<file path="config.mk">
export PLATFORM = sky130hd
export DESIGN_NAME = alu_wb_flags
export DESIGN_NICKNAME = d
export VERILOG_FILES = /design/src/rtl/alu_wb_flags.sv
export SDC_FILE = /design/constraint.sdc
export NUM_CORES = 1
export LEC_CHECK = 0
export CORE_MARGIN = 4
export CORE_UTILIZATION = 42
export DETAILED_ROUTE_END_ITERATION = 6
export GPL_TIMING_DRIVEN = 0
export PLACE_DENSITY = 0.88
export SYNTH_ARGS = -nofsm -noshare
export SYNTH_HDL_FRONTEND = slang
export SYNTH_SLANG_ARGS = --single-unit
export TNS_END_PERCENT = 5
</file>
<file path="constraint.sdc">
create_clock -name clk_i -period 1.53 [get_ports clk_i]
set_clock_uncertainty 0.05 [all_clocks]
set_input_delay 0.2295 -clock clk_i [delete_from_list [all_inputs] [get_ports clk_i]]
set_output_delay 0.2295 -clock clk_i [all_outputs]
set_load 0.05 [all_outputs]
</file>
<file path="src/rtl/alu_wb_flags.sv">
// Execute-to-writeback stage after the ALU: registers result/carry into the register-file
// write port, owns the architectural C/Z flags and a one-deep C/Z shadow for interrupts.
module alu_wb_flags #(
  parameter int DW  = 8,
  parameter int RAW = 3
) (
  input  logic           clk_i,
  input  logic           rst_i,
  input  logic           valid_i,
  input  logic [DW-1:0]  res_i,
  input  logic           cout_i,
  input  logic [RAW-1:0] rd_i,
  input  logic           wr_en_i,
  input  logic           flag_en_i,
  input  logic           stall_i,
  input  logic           flush_i,
  input  logic           int_save_i,
  input  logic           reti_i,
  output logic           rf_we_o,
  output logic [RAW-1:0] rf_addr_o,
  output logic [DW-1:0]  rf_data_o,
  output logic           carry_o,
  output logic           zero_o
);

  logic           rf_we_q, rf_we_d;
  logic [RAW-1:0] rf_addr_q, rf_addr_d;
  logic [DW-1:0]  rf_data_q, rf_data_d;
  logic           carry_q, carry_d;
  logic           zero_q, zero_d;
  logic           sh_carry_q, sh_carry_d;
  logic           sh_zero_q, sh_zero_d;

  logic live;
  assign live = valid_i & ~flush_i;

  always_comb begin
    rf_we_d    = rf_we_q;
    rf_addr_d  = rf_addr_q;
    rf_data_d  = rf_data_q;
    carry_d    = carry_q;
    zero_d     = zero_q;
    sh_carry_d = sh_carry_q;
    sh_zero_d  = sh_zero_q;
    if (!stall_i) begin
      rf_we_d   = live & wr_en_i & (rd_i != '0);
      rf_addr_d = rd_i;
      rf_data_d = res_i;
      // Restore beats a same-cycle flag update; save always takes pre-edge flags,
      // so save+reti together swaps flags and shadow.
      if (reti_i) begin
        carry_d = sh_carry_q;
        zero_d  = sh_zero_q;
      end else if (live & flag_en_i) begin
        carry_d = cout_i;
        zero_d  = (res_i == '0);
      end
      if (int_save_i) begin
        sh_carry_d = carry_q;
        sh_zero_d  = zero_q;
      end
    end
  end

  always_ff @(posedge clk_i or posedge rst_i) begin
    if (rst_i) begin
      rf_we_q    <= 1'b0;
      rf_addr_q  <= '0;
      rf_data_q  <= '0;
      carry_q    <= 1'b0;
      zero_q     <= 1'b0;
      sh_carry_q <= 1'b0;
      sh_zero_q  <= 1'b0;
    end else begin
      rf_we_q    <= rf_we_d;
      rf_addr_q  <= rf_addr_d;
      rf_data_q  <= rf_data_d;
      carry_q    <= carry_d;
      zero_q     <= zero_d;
      sh_carry_q <= sh_carry_d;
      sh_zero_q  <= sh_zero_d;
    end
  end

  assign rf_we_o   = rf_we_q;
  assign rf_addr_o = rf_addr_q;
  assign rf_data_o = rf_data_q;
  assign carry_o   = carry_q;
  assign zero_o    = zero_q;

endmodule

</file>
==> impl_metrics.py <==
metrics = {
    "placement": {
        "dp_slack_ns": -0.0348,
        "dp_hpwl_um": 1290,
        "portBuffers": 33,
        "place.gp.congestion": 0.671,
    },
    "final_layout": {
        "ff_latch_area_um2": 400,
        "utilization_pct": 69.6,
        "finalNetCount": 108,
        "multiInputGateArea_um2": 310,
        "antenna_cells": 0,
        "nFillCells": 133,
        "area_growth_pct": 48.1,
        "drive_gt1_share_pct": 28.2,
    },
    "critical_path": {
        "cp.required_ns": 1.25,
        "path_buf_inv": 1,
        "end_kind": "output pin",
        "startpoint_type": "flip-flop",
        "cp.arrival_ns": 1.21,
        "path_class": "flip-flop to output pin",
        "slowest_stage": "dlygate4sd2_1",
        "worst-path-stages": 1,
        "rr_worst_depth": 2,
        "crit_chain": "dlygate4sd2_1",
        "critPathTopFamily": "buffers and inverters",
        "critPathMaxStageDelay_ns": 0.54,
        "path_max_fanout": 2,
    },
    "hold_path": {
        "hp-class": "input port to flip-flop",
        "hold_depth": 2,
    },
    "floorplan": {
        "rows": 14,
        "die_h_um": 50.0,
        "dieArea_um2": 2500,
        "start_util_pct": 47.0,
        "die_width_um": 50.0,
        "coreArea_um2": 1580,
        "io_pins": 35,
    },
    "job": {
        "drv_cap": 0,
    },
    "global_route": {
        "grt_pass1_vias": 587,
        "grt_max_degree": 17,
        "gr-usage-all-layers_pct": 14.5,
        "overflow": 0,
        "grt_pass1_wl_um": 2700,
        "antenna_found_initial": 0,
    },
    "pwr": {
        "powerDensity_nw_per_um2": 1050,
        "p_sw_share_pct": 34.4,
        "p_sw_mw": 0.397,
        "leakagePower_nw": 0.514,
        "finalPower_mw": 1.15,
        "seqPwrFrac_pct": 45.3,
        "comb_power_share_pct": 36.2,
        "p_int_mw": 0.758,
        "max-vdd-ir-drop_mv": 0.627,
        "clock_power_share_pct": 18.6,
    },
    "synth": {
        "synth.area.top_cells": "dfrtp_1 (54%), mux2_4 (20%), mux2_2 (7.6%)",
        "synthesis.nets": 70,
        "netlist_area_um2": 741,
        "synth_cells": 49,
        "ys_ff_latch": 16,
        "yosysSeqAreaShare_pct": 54.1,
        "synth_area_per_cell_um2": 15.1,
        "synth_cell_types": 18,
        "yosysWarnings": 0,
        "netlist.area_leader.share_pct": 54.1,
        "synth_top_area_cell": "dfrtp_1",
    },
    "route": {
        "first_pass_iters": 2,
        "wl_per_cell_um": 15.8,
        "wl_um": 1600,
        "vias_per_cell": 5.23,
        "drt_iter0_markers": 2,
        "vias": 528,
        "ant_nets": 0,
        "drc": 0,
    },
    "timing": {
        "fin_hold_ws_ns": 0.186,
        "fmax_mhz": 672,
        "rsz0062_at_grt": "no",
        "setup_tns_ns": 0,
        "slew_headroom_pct": 59.5,
        "tightest_slew_ns": 0.606,
        "finalSetupViolCount": 0,
        "min_period_over_period_pct": 97.2,
        "drv_slew": 0,
        "hold_violations": 0,
        "final.min_clock_period_ns": 1.49,
        "timing.final.ws_setup_ns": 0.0429,
    },
    "clocking": {
        "htreeDepth": 1,
        "cts_sinks": 16,
        "clockBufferDepth": 2,
        "cts_root_buf": "clkbuf_4",
        "clock_latency_ns": 0.28,
        "cts_tree": "yes",
        "cts_buffers": 3,
        "holdBufCountCts": 0,
        "clk_pin_slew_worst_paths_ns": 0.08,
    },
    "status": {
        "status": "finished, final reports clean",
    },
}
==> per-layer routing <==
| layer | vias to the layer above | share of wire [%] | GRT usage, % | wire [µm] |
|---|---|---|---|---|
| met5 | - | 0 | 0 | 0 |
| met4 | 0 | 1.3 | 6.91 | 21 |
| met3 | 4 | 6.4 | 4.52 | 102 |
| met2 | 24 | 50 | 23.9 | 797 |
| met1 | 251 | 42 | 16.9 | 675 |
| li1 | 249 | - | - | - |
==> synthesized netlist by cell type <==
master      n
a21o_2      1
inv_1       2
dfrtp_1    16
mux2_2      5
nand3_1     1
nand2_1     1
a21oi_1     1
mux2_4     10
nand3b_1    1
o31ai_1     1
buf_6       2
a2bb2oi_1   1
nor2_1      1
nor4_1      1
a21oi_2     1
nand3b_4    1
nor3_1      2
nor2b_2     1
==> cells by family after synthesis <==
kind of cell / count (synthesis) / synth area share, %
flip-flops: 16 / 54.1
multiplexers: 15 / 27.9
AND/OR/NAND/NOR: 9 / 8.78
AO/OA/AOI/OAI: 5 / 5.24
buffers and inverters: 4 / 4.05
==> power by group through the flow <==
stage	combinational [mW]	sequential, mW	clock (mW)
5_1_grt	0.439	0.533	0.243
4_1_cts	0.422	0.523	0.220
3_3_place_gp	0.447	0.531	0
3_5_place_dp	0.453	0.533	0
6_report	0.417	0.523	0.214
2_1_floorplan	0.127	0.687	0
==> cells in the final DEF (no fill, tap or decap), drive strengths merged, types with 2 or more instances in the layout <==
master and instances:
clkbuf 3, dlygate4sd2 13, buf 2, dfrtp 16, inv 2, mux2 15, a21oi 2, nor3 2
nand3b 2, clkdlybuf4s50 19
==> worst paths after layout <==
path / from / to / slack, ns
worst max-delay path: rf_addr_o[1] / rf_addr_o[1] / 0.04
worst min-delay path: stall_i / rf_data_o[1] / 0.19
worst max register to register: sh_carry_q / carry_o / 0.49
worst min register to register: rf_data_o[1] / rf_data_o[1] / 0.45
max in group asynchronous: rst_i / rf_data_o[5] / 0.77
min in group asynchronous: rst_i / rf_we_o / 0.27
==> worst register-to-register path, cell delays in order, from the launching register on <==
cell,delay [ns]
dfrtp_1,0.38
mux2_4,0.25
mux2_4,0.25
==> registers in the layout, summed over array words and instances (netlist names) <==
register    count
carry_o         1
rf_addr_o       3
rf_data_o       8
rf_we_o         1
sh_carry_q      1
sh_zero_q       1
zero_o          1
==> cell type report <==
class | instances | share of cell area [%]
tap | 16 | 1.82
inverter | 2 | 0.684
multi-input combinational | 29 | 28.3
timing repair buffer | 33 | 28.6
sequential | 16 | 36.5
clock buffer | 3 | 2.05
buffer | 2 | 2.05
==> stage by stage <==
stage	std cells	instance area, µm²
final	101	1100
after global routing	101	1100
after CTS	101	1100
after detailed placement	98	1090
after global placement	98	1090
after floorplan	49	741
==> repair_timing <==
| item | CTS | global route |
|---|---|---|
| buffers inserted | 0 | 0 |
| gates resized for setup | 14 | 1 |
| setup endpoints to repair | 14 | 1 |
| gates cloned | 0 | 0 |
No activity file was read; power rests on OpenSTA's default activity.
